## config.mk

```make
export PLATFORM = sky130hd
export DESIGN_NAME = fir_axis_frame_source
export DESIGN_NICKNAME = d
export VERILOG_FILES = /design/src/rtl/fir_axis_frame_source.sv
export SDC_FILE = /design/constraint.sdc
export NUM_CORES = 2
export LEC_CHECK = 0
export ABC_AREA = 0
export CORE_ASPECT_RATIO = 1.1
export CORE_MARGIN = 2
export CORE_UTILIZATION = 46
export CTS_CLUSTER_SIZE = 14
export DETAILED_ROUTE_END_ITERATION = 12
export DONT_BUFFER_PORTS = 1
export HOLD_SLACK_MARGIN = 0.1
export PLACE_DENSITY = 0.65
export SETUP_SLACK_MARGIN = 0.2
export SYNTH_ARGS = -nofsm -noshare
export SYNTH_HDL_FRONTEND = slang
export SYNTH_SLANG_ARGS = --single-unit
```

## constraint.sdc

```tcl
create_clock -name clk -period 4.3 [get_ports clk]
set_input_delay 0.645 -clock clk [delete_from_list [all_inputs] [get_ports clk]]
set_output_delay 0.645 -clock clk [all_outputs]
set_load 0.01 [all_outputs]
```

## src/rtl/fir_axis_frame_source.sv

```systemverilog
// rtl/fir_axis_frame_source.sv - AXIS frame transmitter that streams a preloaded sample buffer into the FIR filter (optional feature macro: FIR_SRC_REPEAT_EN)
module fir_axis_frame_source #(
    parameter int AXIS_WIDTH = 16,
    parameter int DEPTH      = 256,
    parameter int ADDR_WIDTH = 8
) (
    input  logic                  clk,
    input  logic                  resetn,
    input  logic                  wr_en,
    input  logic [ADDR_WIDTH-1:0] wr_addr,
    input  logic [AXIS_WIDTH-1:0] wr_data,
    input  logic [ADDR_WIDTH:0]   frame_len,
    input  logic                  start,
`ifdef FIR_SRC_REPEAT_EN
    input  logic                  repeat_mode,
`endif
    output logic                  busy,
    output logic                  done,
    output logic                  m_axis_tvalid,
    input  logic                  m_axis_tready,
    output logic                  m_axis_tlast,
    output logic [AXIS_WIDTH-1:0] m_axis_tdata
);

    typedef enum logic [1:0] {
        ST_IDLE     = 2'd0,
        ST_PREFETCH = 2'd1,
        ST_STREAM   = 2'd2
    } state_t;

    localparam logic [ADDR_WIDTH:0]   DEPTH_W = DEPTH[ADDR_WIDTH:0];
    localparam logic [ADDR_WIDTH:0]   LEN_ONE = (ADDR_WIDTH + 1)'(1);
    localparam logic [ADDR_WIDTH-1:0] IDX_ONE = ADDR_WIDTH'(1);
    localparam logic [ADDR_WIDTH-1:0] IDX_ZERO = '0;

    state_t                  state;
    logic [ADDR_WIDTH-1:0]   index;
    logic [ADDR_WIDTH:0]     len;
    logic [AXIS_WIDTH-1:0]   mem [DEPTH];

    logic [ADDR_WIDTH-1:0]   idx_next;
    logic                    next_is_last;
    logic                    wr_ok;
    logic                    start_ok;
    logic                    handshake;

    // Writes only land while idle so an in-flight frame never changes under the reader.
    assign wr_ok        = wr_en && !busy && ({1'b0, wr_addr} < DEPTH_W);
    assign start_ok     = start && (frame_len != '0) && (frame_len <= DEPTH_W);
    assign handshake    = m_axis_tvalid && m_axis_tready;
    assign idx_next     = index + IDX_ONE;
    assign next_is_last = ({1'b0, idx_next} == (len - LEN_ONE));

    // Sample buffer: synchronous write port, contents deliberately left unreset.
    always_ff @(posedge clk) begin
        if (wr_ok) begin
            mem[wr_addr] <= wr_data;
        end
    end

    // Frame sequencer; the buffer read feeds the tdata/tlast output register directly.
    always_ff @(posedge clk or negedge resetn) begin
        if (!resetn) begin
            state         <= ST_IDLE;
            index         <= '0;
            len           <= '0;
            busy          <= 1'b0;
            done          <= 1'b0;
            m_axis_tvalid <= 1'b0;
            m_axis_tlast  <= 1'b0;
            m_axis_tdata  <= '0;
        end else begin
            done <= 1'b0;
            case (state)
                ST_IDLE: begin
                    if (start_ok) begin
                        len   <= frame_len;
                        index <= '0;
                        busy  <= 1'b1;
                        state <= ST_PREFETCH;
                    end
                end
                ST_PREFETCH: begin
                    m_axis_tdata  <= mem[IDX_ZERO];
                    m_axis_tlast  <= (len == LEN_ONE);
                    m_axis_tvalid <= 1'b1;
                    state         <= ST_STREAM;
                end
                ST_STREAM: begin
                    if (handshake) begin
                        if (!m_axis_tlast) begin
                            index        <= idx_next;
                            m_axis_tdata <= mem[idx_next];
                            m_axis_tlast <= next_is_last;
                        end else begin
                            done <= 1'b1;
`ifdef FIR_SRC_REPEAT_EN
                            if (repeat_mode) begin
                                // Wrap straight back to the first sample so frames run gapless.
                                index        <= '0;
                                m_axis_tdata <= mem[IDX_ZERO];
                                m_axis_tlast <= (len == LEN_ONE);
                            end else begin
                                m_axis_tvalid <= 1'b0;
                                m_axis_tlast  <= 1'b0;
                                busy          <= 1'b0;
                                state         <= ST_IDLE;
                            end
`else
                            m_axis_tvalid <= 1'b0;
                            m_axis_tlast  <= 1'b0;
                            busy          <= 1'b0;
                            state         <= ST_IDLE;
`endif
                        end
                    end
                end
                default: begin
                    state         <= ST_IDLE;
                    busy          <= 1'b0;
                    m_axis_tvalid <= 1'b0;
                    m_axis_tlast  <= 1'b0;
                end
            endcase
        end
    end

endmodule

```

* After elaboration in Yosys (flattened, before gate mapping)
Memory sizes are Yosys's and may differ from the RTL's.
Index checks and enable logic that the tools add are counted.
** Word-level totals
- Bits in registers :: 39
- Bits in latches :: 0
- Bits in writable memories :: 4096
- Bits in read-only memories :: 0
- Input port bits :: 38
- Output and inout bits :: 20
- Logic and storage cells :: 62
- Memories :: 1
** Memory list
- mem :: depth 256, width 16, rd ports 2, clocked after memory_dff 0, write ports 1, RTL line 39 : logic [AXIS_WIDTH-1:0] mem [DEPTH];
** Operators by class
- Add/subtract/negate cells :: 2
- $mul :: 0
- Div/mod/pow operators :: 0
- Magnitude comparators :: 1
- Eq/ne operators :: 8
- Shifts and indexed selects :: 0
- Mux-type cells :: 24
- Bitwise logic cells :: 2
- Reduce and logical (&&, ||, !) cells :: 16
** Operators by type and width (count)
- 2-to-1 mux 16 bit :: 2
- one-hot mux 16 bit (2 select lines) :: 1
- 2-to-1 mux 8 bit :: 3
- one-hot mux 8 bit (2 select lines) :: 1
- 2-to-1 mux 1 bit :: 10
- == test 8 x 9 -> 1 bit :: 1
- == test 9 x 1 -> 1 bit, second input constant :: 1
- less-or-equal comparator 9 bit, second input constant :: 1
- one-hot mux 1 bit (3 select lines) :: 3
- AND reduction 3 bit :: 3
- nonzero test 9 bit :: 1
- subtractor 9 x 1 -> 9 bit, second input constant :: 1
- adder 8 x 1 -> 8 bit, second input constant :: 1
- != test 2 bit, second input constant :: 4
- AND reduction 4 bit :: 2
- 2-to-1 mux 2 bit :: 3
- one-hot mux 2 bit (3 select lines) :: 1
- logical AND 1 bit :: 4
- AND reduction 2 bit :: 2
- nonzero test 2 bit :: 2
- == test 2 x 1 -> 1 bit, second input constant :: 1
- == test 2 bit, second input constant :: 1
- zero test 2 bit :: 1
- inverter 1 bit :: 2
- zero test 1 bit :: 1

* Logic depth before layout (Yosys ltp)
- Depth in word-level cells :: 5
- Mapped depth :: 13
- Depth with buffers taken out :: 9

* Worst setup path before layout
No wires, ideal clock.
- Path type :: input-to-reg
- Start point :: in wr_addr[5]
- End point :: mem mem[138][0] (enable)
- Library setup time :: 0.436 ns
- Data arrival time :: 3.071 ns
- Required time :: 3.864 ns
- Setup slack :: 0.792 ns
- Stages on the path :: 4
- Buffers on the path :: 1
- Cell sequence :: clkbuf_1 > nor2_1 > nand3_1 > nor4b_1
** RTL lines
- start, declared :: RTL line 10 : input logic [ADDR_WIDTH-1:0] wr_addr,
- end, declared :: RTL line 39
Straight into the memory's write port.

* Worst setup path after layout
- Start point :: reg index[0]
- End point :: reg m_axis_tdata[0]
** On the way
- Word-level cells in the longest chain between the ends :: 5
** RTL lines
- start, declared :: RTL line 37 : logic [ADDR_WIDTH-1:0] index;
- start signal, assigned :: RTL line 92 : index <= idx_next;
- adder 8 x 1 -> 8 bit :: RTL line 51 : assign idx_next = index + IDX_ONE;
- memory read (256 x 16 bit)
- 2-to-1 mux 16 bit :: RTL line 91 : if (!m_axis_tlast) begin
- 2-to-1 mux 16 bit :: RTL line 90 : if (handshake) begin
- one-hot mux 16 bit (2 select lines) :: RTL line 74 : case (state)
- end signal, assigned :: RTL line 84 : m_axis_tdata <= mem[IDX_ZERO];
- end signal, assigned :: RTL line 93 : m_axis_tdata <= mem[idx_next];
- end, declared :: RTL line 22 : output logic [AXIS_WIDTH-1:0] m_axis_tdata
Every way passes these cells. The select of a mux whose other input is x is not followed.
A chain may end at the register's enable or synchronous reset.

==> impl_results.md <==
- Actual slew at the worst max-slew pin: 1.46 ns
- Seq/Total Area, Yosys: 77.4%
- Pint: 64.4 mW
- Mapped Cells: 7816
- Minimum clock period: 4.07 ns
- Met2 WL: 222000 µm
- End of the worst hold path: mem[104][0]
- Comb pwr share: 1.6%
- CTS max path bufs: 4
- Setup crit end kind: register
- Hold Crit Class: input pin to register
- Yosys warning count: 0
- Worst r2r dst: m_axis_tdata[0]
- First-pass GRT wire length: 647000 µm
- Clk pin slew, worst setup/hold paths: 0.07 ns
- Setup crit start: index[0]
- Tot GR Track Use: 26.0%
- F_max: 0.246 GHz
- Flop pwr share: 54.9%
- Root Buffer: clkbuf_16
- Num CTS Buffers: 409
- Unique masters post-synth: 59
- Initial antenna violation count: 25
- Rel. slew slack: 2.74%
- H-tree depth: 5
- Syn avg cell area: 20.5 µm²
- Post-Syn Nets: 7860
- Area leader, netlist: edfxtp_1
- Core area: 0.347 mm²
- Post-synth top area share: 76.8%
- DRT Pass-1 Iters: 6
- Ports: 58
- Worst skew pair latency: 1.00 ns
- FF-to-FF setup slack: 0.23 ns
- Psw: 16.5 mW
- R2R Path Start: index[0]
- Fraction of layout cells with a size suffix above 1: 25.6%
- Largest net degree at the start of global routing: 257
- Share of synthesized registers carrying an async set or reset: 0.943%
- Metal-1 WL: 170000 µm
- Power share of the clock group: 43.5%
- Setup violators final: 0
- Status: finished clean
- Top routing layer in use: met5
- Synthesized flop and latch total: 4135
- RD Place Congestion: 0.889
- Top cells by area, synth: edfxtp_1 (77%), mux4_2 (14%), nand2_1 (1.6%)
- Slowest CP cell: dfrtp_4
- TritonCTS clock tree: done
- Worst-case vdd ir drop: 0.377 mV
- Antenna-violating nets left: 0
- Max Slew Vio Count: 0
- Non-filler cells, final: 13300
- Count leader, synth: edfxtp_1
- Crit Path Category: register to register
- CP peak stage delay: 0.63 ns
- FP Rows: 227
- 1st-iter DRT viols: 13200
- Routed Wire Length: 463000 µm
- PortBufs: 0
- HP Start: wr_data[0]
- Crit path max fanout: 69
- Arrival time of the worst setup path: 4.91 ns
- Final Hold Fails: 0
- Total gr overflow: 0
- Post-synth top flop: edfxtp_1
- Metal3 WL: 48300 µm
- Total Power: 80.9 mW
- Fill cells: 26600
- Sw Share: 20.3%
- Synth-to-layout area growth: 14.7%
- Cell Count Post-Placement: 12400
- PwrDens: 440 mW/mm²
- Worst endpoint required time: 5.15 ns
- DRC: 0
- Post-synth EDFFs: 4096
- WL/cell: 34.8 µm
- Final period utilization: 94.6%
- Synth top cells by count: edfxtp_1 (4096), mux4_2 (961), nand2_1 (700), nand3_1 (312), nor2_1 (277)
- Die area: 0.353 mm²
- Nature of the critical path startpoint: register
- Post-detail-place hpwl: 249000 µm
- Via-to-Cell Ratio: 6.31
- RSZ-0062 raised after global routing: true
- Post-CTS Setup Repair Bufs: 0
- CP cell instances: ha_4 > buf_12 > buf_12 > mux4_2 > nand2_1 > nand3_1 > nand4_1 > nand3_1 > nor4_1 > buf_4 > a31oi_1
- LEAKAGE: 57.5 nW
- Initial Util: 46.2%
- NumNets Final: 8403
- Chip Width: 567 µm
- WHS Path Cells: 1
- Maximum capacitance violations: 0
- R2R cell count: 11
- Routed vias: 84000
- Post-Syn Area: 0.160 mm²
- Vias in the first global route: 82800
- Worst Clk Skew: 0.109 ns
- Die height: 623 µm
- TritonCTS Sinks: 4135
placed cells by master (no fill, tap or decap), types with 38 or more instances in the layout:
cell type and instances:
edfxtp_1 4096, mux4_2 961, nand2_1 695, buf_4 465
clkbuf_16 413, nand3_1 304, nor2_1 255, mux2i_1 220
nand4_1 149, clkinv_1 89, o21ai_0 81, buf_12 81
clkbuf_1 78, a21oi_1 74, clkinv_2 73, a31oi_1 47
dfrtp_1 38
stage by stage:
stage | hold slack, ns | setup TNS (ns) | worst slack, ns | area, µm² | utilization (%)
2_1_floorplan | 0.349 | 0 | 0.792 | 160000 | -
3_3_place_gp | 0.353 | -0.244 | -0.244 | 169000 | 48.6
3_5_place_dp | 0.353 | -0.213 | -0.213 | 169000 | 48.6
4_1_cts | 0.101 | 0 | 0.243 | 184000 | 52.9
5_1_grt | 0.138 | 0 | 0.164 | 184000 | 52.9
6_report | 0.138 | 0 | 0.231 | 184000 | 52.9
power groups by stage:
stage | sequential (mW) | clock (mW) | combinational, mW
floorplan | 45.2 | 0 | 0.104
global placement | 45.2 | 0 | 0.223
detailed placement | 45.3 | 0 | 0.225
CTS | 44.4 | 35.6 | 1.27
global route | 44.4 | 37.1 | 1.31
finish | 44.4 | 35.2 | 1.26
worst max path at each step:
| stage | cells after the start | slack (ns) | to |
|---|---|---|---|
| 5_1_grt | 11 | 0.16 | m_axis_tdata[11] |
| 3_5_place_dp | 11 | -0.21 | m_axis_tdata[10] |
| 6_report | 11 | 0.23 | m_axis_tdata[0] |
| 4_1_cts | 12 | 0.24 | m_axis_tdata[12] |
| 2_1_floorplan | 4 | 0.79 | mem[138][0] |
| 3_3_place_gp | 11 | -0.24 | m_axis_tdata[10] |
routing by layer:
metal,global-route usage [%],vias up
li1,-,33400
met1,34.9,44700
met2,41.4,5105
met3,5.21,817
met4,11.6,10
met5,0,-
critical path: cells and delay by family, from the launching register on:
family                   cells  cell delay (ns)
AND/OR/NAND/NOR              5             1.38
buffers and inverters        3             0.89
adder cells (fa/ha/maj)      1             0.44
multiplexers                 1             0.39
flip-flops                   1             0.63
AO/OA/AOI/OAI                1             0.07
what timing repair did:
item / CTS / global route
hold endpoints to repair: 2613 / 24
hold buffers: 78 / 1
gates resized for setup: 4 / 5
setup endpoints to repair: 2 / 6
pin swaps: 0 / 0
flip-flops by register name (all words and copies together), names as in the netlist:
name,flops
mem,4096
m_axis_tdata,16
len,9
index,8
state,2
busy,1
done,1
m_axis_tlast,1
m_axis_tvalid,1
area by class of cell:
class                   instances  area [µm²]  share of cell area (%)
multi-input cells            3187       34300                    18.7
flip-flops and latches       4135      124000                    67.5
clock inverters               253        2530                    1.38
well taps                    4580        5730                    3.12
inverters                      15        56.3                  0.0306
clock buffers                 493       10700                    5.80
repair buffers                611        6410                    3.49
diodes                         31        77.6                  0.0422
cells by family (layout without fill, tap and decap cells):
family,after synthesis,in the layout,synth area share [%]
compound gates,407,407,1.68
xor+xnor,21,21,0.124
fa+ha+maj,6,6,0.0469
buf+inv,494,1372,1.41
flops,4135,4135,77.4
mux,1215,1215,15.1
other cells,0,31,0
simple gates,1538,1538,4.24
Power figures use the tool's default switching activity.
